==> src/rtl/superh16_spec_ras.sv <==
// rtl/superh16_spec_ras.sv - speculative checkpointed return address stack
// Optional feature macro: RAS_COUNTER_EN (per-entry repeat counters).
// Ports:
//   clk, rst_n                      clock, async active-low reset
//   pred_valid/pred_ready           one predicted branch per cycle, accepted when both high
//   pred_is_call/pred_is_return     stack operation of the predicted branch
//   pred_pc                         branch PC; return address is pred_pc + INST_BYTES
//   ret_target/ret_target_valid     combinational return prediction from pre-op state
//   pred_ckpt_id                    checkpoint tag given to the accepted branch
//   recover_valid/recover_ckpt_id   mispredict: restore state as it was after that branch
//   commit_valid                    retire the oldest checkpoint
//   occupancy                       live stack entries
module superh16_spec_ras #(
    parameter int VADDR_W    = 48,
    parameter int DEPTH      = 32,
    parameter int CKPT_DEPTH = 16,
    parameter int INST_BYTES = 4,
    parameter int CTR_W      = 3
) (
    input  logic                          clk,
    input  logic                          rst_n,
    input  logic                          pred_valid,
    output logic                          pred_ready,
    input  logic                          pred_is_call,
    input  logic                          pred_is_return,
    input  logic [VADDR_W-1:0]            pred_pc,
    output logic [VADDR_W-1:0]            ret_target,
    output logic                          ret_target_valid,
    output logic [$clog2(CKPT_DEPTH)-1:0] pred_ckpt_id,
    input  logic                          recover_valid,
    input  logic [$clog2(CKPT_DEPTH)-1:0] recover_ckpt_id,
    input  logic                          commit_valid,
    output logic [$clog2(DEPTH):0]        occupancy
);
    localparam int AW = $clog2(DEPTH);
    localparam int CW = AW + 1;
    localparam int IW = $clog2(CKPT_DEPTH);
    localparam int NW = IW + 1;
    localparam logic [CW-1:0] DEPTH_C = CW'(DEPTH);
    localparam logic [NW-1:0] CKPT_C  = NW'(CKPT_DEPTH);

    logic [VADDR_W-1:0] stack   [DEPTH];
    logic [AW-1:0]      ck_tos  [CKPT_DEPTH];
    logic [CW-1:0]      ck_count[CKPT_DEPTH];
    logic [VADDR_W-1:0] ck_top  [CKPT_DEPTH];

    logic [AW-1:0] tos;
    logic [CW-1:0] count;
    logic [IW-1:0] head, tail;
    logic [NW-1:0] num;

`ifdef RAS_COUNTER_EN
    localparam logic [CTR_W-1:0] CTR_MAX = '1;
    logic [CTR_W-1:0] ctr   [DEPTH];
    logic [CTR_W-1:0] ck_ctr[CKPT_DEPTH];
    logic             ctr_wr;
    logic [CTR_W-1:0] ctr_wdata;
    logic [CTR_W-1:0] ck_ctr_d;
`endif

    logic [AW-1:0]      top_idx, new_top_idx, rec_top_idx, wr_idx, tos_n;
    logic [CW-1:0]      count_n;
    logic [VADDR_W-1:0] ret_addr, ck_top_d;
    logic [IW-1:0]      rec_dist;
    logic [NW-1:0]      rec_num;
    logic               has_entry, accept, commit_eff, wr_en, do_push, do_pop;

    assign top_idx          = tos - 1'b1;
    assign has_entry        = (count != '0);
    assign ret_addr         = pred_pc + VADDR_W'(INST_BYTES);
    assign ret_target       = has_entry ? stack[top_idx] : ret_addr;
    assign ret_target_valid = has_entry;
    assign pred_ready       = (num != CKPT_C) && !recover_valid;
    assign pred_ckpt_id     = tail;
    assign occupancy        = count;
    assign accept           = pred_valid && pred_ready;
    assign commit_eff       = commit_valid && (num != '0);

    // Distance of the recovered checkpoint from head; kept entries are 0..rec_dist.
    assign rec_dist    = recover_ckpt_id - head;
    assign rec_num     = {1'b0, rec_dist} + NW'(1) - NW'(commit_eff);
    assign rec_top_idx = ck_tos[recover_ckpt_id] - 1'b1;

    always_comb begin
        tos_n   = tos;
        count_n = count;
        wr_en   = 1'b0;
        wr_idx  = tos;
        do_push = 1'b0;
        do_pop  = 1'b0;
`ifdef RAS_COUNTER_EN
        ctr_wr    = 1'b0;
        ctr_wdata = '0;
`endif
        if (accept) begin
            if (pred_is_call && pred_is_return && has_entry) begin
                // Tail call: the caller's return address replaces the top entry.
                wr_en  = 1'b1;
                wr_idx = top_idx;
`ifdef RAS_COUNTER_EN
                ctr_wr = 1'b1;
`endif
            end else if (pred_is_call) begin
`ifdef RAS_COUNTER_EN
                if (has_entry && stack[top_idx] == ret_addr && ctr[top_idx] != CTR_MAX) begin
                    ctr_wr    = 1'b1;
                    ctr_wdata = ctr[top_idx] + 1'b1;
                    wr_idx    = top_idx;
                end else begin
                    do_push = 1'b1;
                end
`else
                do_push = 1'b1;
`endif
            end else if (pred_is_return && has_entry) begin
`ifdef RAS_COUNTER_EN
                if (ctr[top_idx] != '0) begin
                    ctr_wr    = 1'b1;
                    ctr_wdata = ctr[top_idx] - 1'b1;
                    wr_idx    = top_idx;
                end else begin
                    do_pop = 1'b1;
                end
`else
                do_pop = 1'b1;
`endif
            end
        end
        if (do_push) begin
            // At full the slot at tos holds the oldest entry, so it is overwritten.
            wr_en   = 1'b1;
            wr_idx  = tos;
            tos_n   = tos + 1'b1;
            count_n = (count == DEPTH_C) ? count : count + 1'b1;
`ifdef RAS_COUNTER_EN
            ctr_wr  = 1'b1;
`endif
        end
        if (do_pop) begin
            tos_n   = top_idx;
            count_n = count - 1'b1;
        end
    end

    // Any write lands on the post-op top slot, so the written value is the new top.
    assign new_top_idx = tos_n - 1'b1;
    assign ck_top_d    = wr_en ? ret_addr : stack[new_top_idx];
`ifdef RAS_COUNTER_EN
    assign ck_ctr_d    = ctr_wr ? ctr_wdata : ctr[new_top_idx];
`endif

    always_ff @(posedge clk or negedge rst_n) begin
        if (!rst_n) begin
            tos   <= '0;
            count <= '0;
            head  <= '0;
            tail  <= '0;
            num   <= '0;
        end else if (recover_valid) begin
            tos   <= ck_tos[recover_ckpt_id];
            count <= ck_count[recover_ckpt_id];
            tail  <= recover_ckpt_id + 1'b1;
            head  <= head + IW'(commit_eff);
            num   <= rec_num;
        end else begin
            tos   <= tos_n;
            count <= count_n;
            tail  <= tail + IW'(accept);
            head  <= head + IW'(commit_eff);
            num   <= num + NW'(accept) - NW'(commit_eff);
        end
    end

    always_ff @(posedge clk) begin
        if (recover_valid) begin
            stack[rec_top_idx] <= ck_top[recover_ckpt_id];
`ifdef RAS_COUNTER_EN
            ctr[rec_top_idx]   <= ck_ctr[recover_ckpt_id];
`endif
        end else begin
            if (wr_en) stack[wr_idx] <= ret_addr;
`ifdef RAS_COUNTER_EN
            if (ctr_wr) ctr[wr_idx] <= ctr_wdata;
`endif
        end
        if (accept) begin
            ck_tos[tail]   <= tos_n;
            ck_count[tail] <= count_n;
            ck_top[tail]   <= ck_top_d;
`ifdef RAS_COUNTER_EN
            ck_ctr[tail]   <= ck_ctr_d;
`endif
        end
    end

`ifndef SYNTHESIS
    // Recovery must name a live checkpoint.
    always_ff @(posedge clk) begin
        if (rst_n && recover_valid) assert ({1'b0, rec_dist} < num);
    end
`endif
endmodule

==> config.mk <==
export PLATFORM = sky130hd
export DESIGN_NAME = superh16_spec_ras
export DESIGN_NICKNAME = d
export VERILOG_FILES = /design/src/rtl/superh16_spec_ras.sv
export SDC_FILE = /design/constraint.sdc
export NUM_CORES = 2
export LEC_CHECK = 0
export CAP_MARGIN = 10
export CORE_MARGIN = 4
export CORE_UTILIZATION = 40
export DETAILED_ROUTE_END_ITERATION = 16
export GPL_TIMING_DRIVEN = 0
export SYNTH_ARGS = -nofsm -noshare
export SYNTH_HDL_FRONTEND = slang
export SYNTH_SLANG_ARGS = --single-unit
==> constraint.sdc <==
create_clock -name clk -period 8.25 [get_ports clk]
set_clock_uncertainty 0.1 [all_clocks]
set_input_delay 1.65 -clock clk [delete_from_list [all_inputs] [get_ports clk]]
set_output_delay 1.65 -clock clk [all_outputs]
set_load 0.03 [all_outputs]
Yosys cells after proc, flatten, opt, wreduce, memory -nomap -nowiden
Memory sizes are Yosys's and may differ from the RTL's.
Index checks and enable logic that the tools add are counted.

word-level totals
  register bits = 24
  bits in latches = 0
  RAM bits = 2,480
  memory bits (read-only) = 0
  input bits = 59
  output and inout port bits = 60
  logic and storage cells = 70
  memories kept = 4

cells by class
  $add $sub $neg = 15
  multipliers = 0
  div/mod/pow operators = 0
  $lt $le $gt $ge = 0
  eq/ne operators = 2
  shift operators = 0
  muxes and demuxes = 34
  bitwise logic cells = 0
  reductions and logical operators = 10

memories
  memory    depth  width  read ports  clocked after Yosys merged registers in  write ports  RTL line  source
  stack     32     48     2           0                                        1            42        logic [VADDR_W-1:0] stack [DEPTH];
  ck_top    16     48     1           0                                        1            45        logic [VADDR_W-1:0] ck_top [CKPT_DEPTH];
  ck_count  16     6      1           0                                        1            44        logic [CW-1:0] ck_count[CKPT_DEPTH];
  ck_tos    16     5      1           0                                        1            43        logic [AW-1:0] ck_tos [CKPT_DEPTH];

operators with widths
  kind                     count
  $mux W48                 3
  $add A48 B3 Y48 const B  1
  $reduce_or A48 Y1        1
  $mux W5                  8
  $mux W6                  4
  $mux W1                  18
  $sub A5 B1 Y5 const B    3
  $sub A5 B1 Y5            2
  $add A4 B1 Y4            2
  $add A6 B1 Y6 const B    1
  $eq A6 B6 Y1 const B     1
  $logic_and A1 B1 Y1      6
  $reduce_bool A6 Y1       1
  $sub A6 B1 Y6 const B    1
  $add A4 B1 Y5 const B    1
  $add A5 B1 Y5            1
  $add A5 B1 Y5 const B    1
  $ne A5 B5 Y1 const B     1
  $reduce_bool A5 Y1       1
  $add A4 B1 Y4 const B    1
  $mux W4                  1
  $sub A4 B4 Y4            1
  $logic_not A1 Y1         1

Depth between registers and ports, before layout
  depth after elaboration = 10
  gate-level depth with buffers = 24
  depth with buffers taken out = 15

Least setup slack after synthesis
Ideal clock, no wire load.

  path kind = input port to flip-flop
  start point = input port recover_valid
  end point = memory ck_count[0][0] in the netlist's numbering, enable pin
  setup time = 0.548 ns
  data arrival time = 6.661 ns
  required time = 7.602 ns
  setup slack = 0.941 ns
  cell stages on the path = 5
  buffers on the path = 1
  cells stage by stage = nand2b_1 > or2_4 > buf_2 > or3_1 > nor3_1

on the way
  longest elaborated chain between the ends = 5

RTL lines
  item                           RTL line  source
  start: declaration             30        input logic recover_valid,
  $logic_not A1 Y1               73        assign pred_ready = (num != CKPT_C) && !recover_valid;
  $logic_and A1 B1 Y1            73
  $logic_and A1 B1 Y1            76        assign accept = pred_valid && pred_ready;
  $mux W1                        186       if (accept) begin
  $mux W1 (implied by the code)  188       ck_count[tail] <= count_n;
  end: declaration               44

Every way passes these cells.

Worst setup path after layout
  start point = register tos[0]
  end point = output port ret_target[28]

on the way
  longest elaborated chain between the ends = 3

RTL lines
  item                      RTL line  source
  start: declaration        47        logic [AW-1:0] tos;
  start signal: assignment  160       tos <= ck_tos[recover_ckpt_id];
  start signal: assignment  166       tos <= tos_n;
  $sub A5 B1 Y5             68        assign top_idx = tos - 1'b1;
  $mem_v2 Z32 W48           --
  $mux W48                  71        assign ret_target = has_entry ? stack[top_idx] : ret_addr;
  end: declaration          27        output logic [VADDR_W-1:0] ret_target,

Every way passes these cells.

==> results.sh <==
export IMPL_cts_root_buf="clkbuf_16"
export IMPL_max_freq_mhz=119.6
export IMPL_portBuffers=117
export IMPL_placed_area_um2=122500
export IMPL_avgSynthCellArea_um2=18.88
export IMPL_syn_area_um2=111900
export IMPL_initial_core_util=0.4033
export IMPL_cts_tree="yes"
export IMPL_synthCells=5927
export IMPL_status="finished, violations left"
export IMPL_gp_congestion=0.9636
export IMPL_cts_path_max_buffers=4
export IMPL_layout_common_cells="edfxtp_1 (2,480), mux4_2 (1,070), nand2_1 (606)"
export IMPL_r2r_slack_ns=0.15
export IMPL_antenna_found_initial=23
export IMPL_h_tree_depth=5
export IMPL_finalWorstSetupSlack_ns=-0.1080
export IMPL_die_area_um2=288300
export IMPL_rsz0062_at_grt="true"
export IMPL_clk_transition_reported_paths_ns=0.06
export IMPL_grt_max_degree=33
export IMPL_clock_latency_ns=0.95
export IMPL_synth_edf_count=2480
export IMPL_required_ns=6.50
export IMPL_final_setup_tns_ns=-3.455
export IMPL_numCtsBuffers=291
export IMPL_ctsHoldBuffers=0
export IMPL_path_class="register to primary output"
export IMPL_layout_commonest_cell="edfxtp_1"
export IMPL_grtUsageTotal=0.2868
export IMPL_grt_pass1_vias=68363
export IMPL_final_area_um2=132200
export IMPL_relSlewSlack=0.006267
export IMPL_violations="capacitance limit, setup timing"
export IMPL_maxSlewViolCount=0
export IMPL_hold_viol=0
export IMPL_vdd_drop_max_mv=0.2267
export IMPL_async_reset_ff_frac=0.009585
export IMPL_drt_iter0_drc=11889
export IMPL_detailedPlace_worstSlack_ns=-2.665
export IMPL_total_power_mw=40.39
export IMPL_post_route_period_util=1.013
export IMPL_ant_nets=0
export IMPL_vias_per_cell=6.697
export IMPL_grtUsageMet2=0.4229
export IMPL_grt_busiest_layer="met2"
export IMPL_pwr_density_cell_nw_per_um2=305.5
export IMPL_yosys_warnings=0
export IMPL_drcViolationCount=0
export IMPL_routed_wl_um=419600
export IMPL_min_period_ns=8.358
export IMPL_fin_util=0.4765
export IMPL_fp_dieH_um=536.9
export IMPL_crit_fanout=11
export IMPL_seq_area_frac_synth=0.6709
export IMPL_syn_nets=6013
export IMPL_setup_violations=78
export IMPL_synth_seq_cells=2504
export IMPL_synthDistinctLibCells=79
export IMPL_ff2ff_path_depth=19
export IMPL_synth_flop_cell="edfxtp_1"
export IMPL_dp_hpwl_um=296700
export IMPL_vias=70373
export IMPL_reg2reg_to="ck_top[5][10]"
export IMPL_layout_cells_non_filler=10508
export IMPL_fillCellCount=22751
export IMPL_design_core_area_um2=277500
export IMPL_holdWs_ns=0.3857
export IMPL_area_growth_pct=18.14
export IMPL_grt_overflow_total=0
export IMPL_fp_dieW_um=536.9
export IMPL_start_kind="register"
export IMPL_dp_cells=9985
export IMPL_p_leak_nw=41.79
export IMPL_wl_per_cell_um=39.93
export IMPL_r2r_start="occupancy[0]"
export IMPL_cp_startpoint="tos[0]"
export IMPL_use_met3=0.09968
export IMPL_first_pass_iters=8
export IMPL_worst_slew_pin_slew_ns=1.491
export IMPL_min_path_type="register to register"
export IMPL_drv_cap=1
export IMPL_arrival_ns=6.61
export IMPL_clock_sink_count=2504
export IMPL_grt_pass1_wl_um=566300
export IMPL_row_count=193
export IMPL_io_pins=119
export IMPL_final_layout_size_suffix_gt1_frac=0.3055
export IMPL_grt_met1_usage=0.3718
export IMPL_nets=6686
export IMPL_cp_end_kind="primary output"
export IMPL_endpoint="ret_target[28]"
[critical path, cell delays in order (launching register included)]
cell	delay [ns]
dfrtp_1	0.36
clkbuf_1	0.40
clkinv_2	0.38
ha_2	0.80
clkbuf_1	0.43
clkbuf_1	1.12
mux4_2	0.43
mux4_2	0.46
mux2_2	0.38
nand2_1	0.10
o21ai_0	0.11
clkdlybuf4s50_1	0.66
[worst min-delay path by stage]
stage / startpoint / endpoint / slack, ns / cells past startpoint
6_report: head[2] / head[2] / 0.39 / 1
3_3_place_gp: head[2] / head[2] / 0.38 / 1
4_1_cts: head[2] / head[2] / 0.39 / 1
2_1_floorplan: head[2] / head[2] / 0.36 / 1
5_1_grt: head[2] / head[2] / 0.40 / 1
3_5_place_dp: head[2] / head[2] / 0.38 / 1
[state kept, by name, indices dropped and copies added (netlist names)]
name          cells
ck_top          768
ck_tos           80
tos               5
head              4
pred_ckpt_id      4
ck_count         96
stack          1536
occupancy         6
num               5
[metal layers]
layer / vias up / wire length (um)
met5: - / 258
met4: 6 / 28470
met3: 1165 / 56020
met2: 5739 / 184300
met1: 37163 / 150600
li1: 26300 / -
[where the power goes]
group,internal (mW),switching (mW)
clock,7.18,5.13
sequential,15.6,0.166
combinational,4.26,8.07
total,27.0,13.4
[final cells by class]
class                           count  area [um^2]  area share
Multi-Input combinational cell   2955        35770      0.2706
Buffer                            430         1979     0.01497
Clock inverter                    130         1109    0.008386
Inverter                           36        136.4    0.001032
Tap cell                         3705         4636     0.03507
Sequential cell                  2504        75070      0.5679
Antenna cell                       10        25.02   0.0001893
Timing Repair Buffer              382         5741     0.04342
Clock buffer                      356         7727     0.05845
[cell usage after synthesis (5+ instances only)]
library cell	number	share of area
and3_1	10	0.00056
edfxtp_1	2480	0.67
a311oi_1	39	0.0031
mux2_2	38	0.0038
a22o_1	6	0.00047
clkbuf_1	252	0.0085
buf_6	7	0.00070
mux4_2	1070	0.22
o221ai_1	16	0.0013
o31ai_1	13	0.00087
a21o_1	6	0.00040
a2111oi_0	9	0.00070
o21ai_1	11	0.00049
inv_1	32	0.0011
o311ai_0	8	0.00063
buf_4	31	0.0021
nor4_1	12	0.00067
and2_1	10	0.00056
a22oi_1	14	0.00094
nand4_1	11	0.00062
ha_1	25	0.0028
o21ai_0	86	0.0038
nand2_1	607	0.020
a21oi_1	82	0.0037
nor3_1	149	0.0067
buf_2	58	0.0026
nand3_1	183	0.0082
nor2_1	143	0.0048
a221oi_1	46	0.0036
a31oi_1	59	0.0033
mux2i_1	70	0.0063
o22ai_1	81	0.0045
xnor2_1	47	0.0037
dfrtp_1	24	0.0054
xor2_1	31	0.0024
nand2b_1	12	0.00067
buf_1	83	0.0028
o2111ai_1	5	0.00039
[repair_timing]
item	4_1_cts	5_1_grt
pin swaps	6	5
gates resized for setup	83	26
buffers inserted	6	4
setup endpoints to repair	816	773
[logic make-up (layout without fill, tap and decap cells)]
logic type	after synthesis	after routing	synth area share
DFF	2504	2504	0.6709
muxes	1180	1180	0.2259
and+or+nand+nor	1163	1163	0.04513
AOI/OAI and AO/OA	504	504	0.03035
buffers and inverters	468	1334	0.01796
xor gates and xnor gates	81	81	0.006642
adders and majority gates	27	27	0.003153
other	0	10	0
Power figures use the tool's default switching activity.
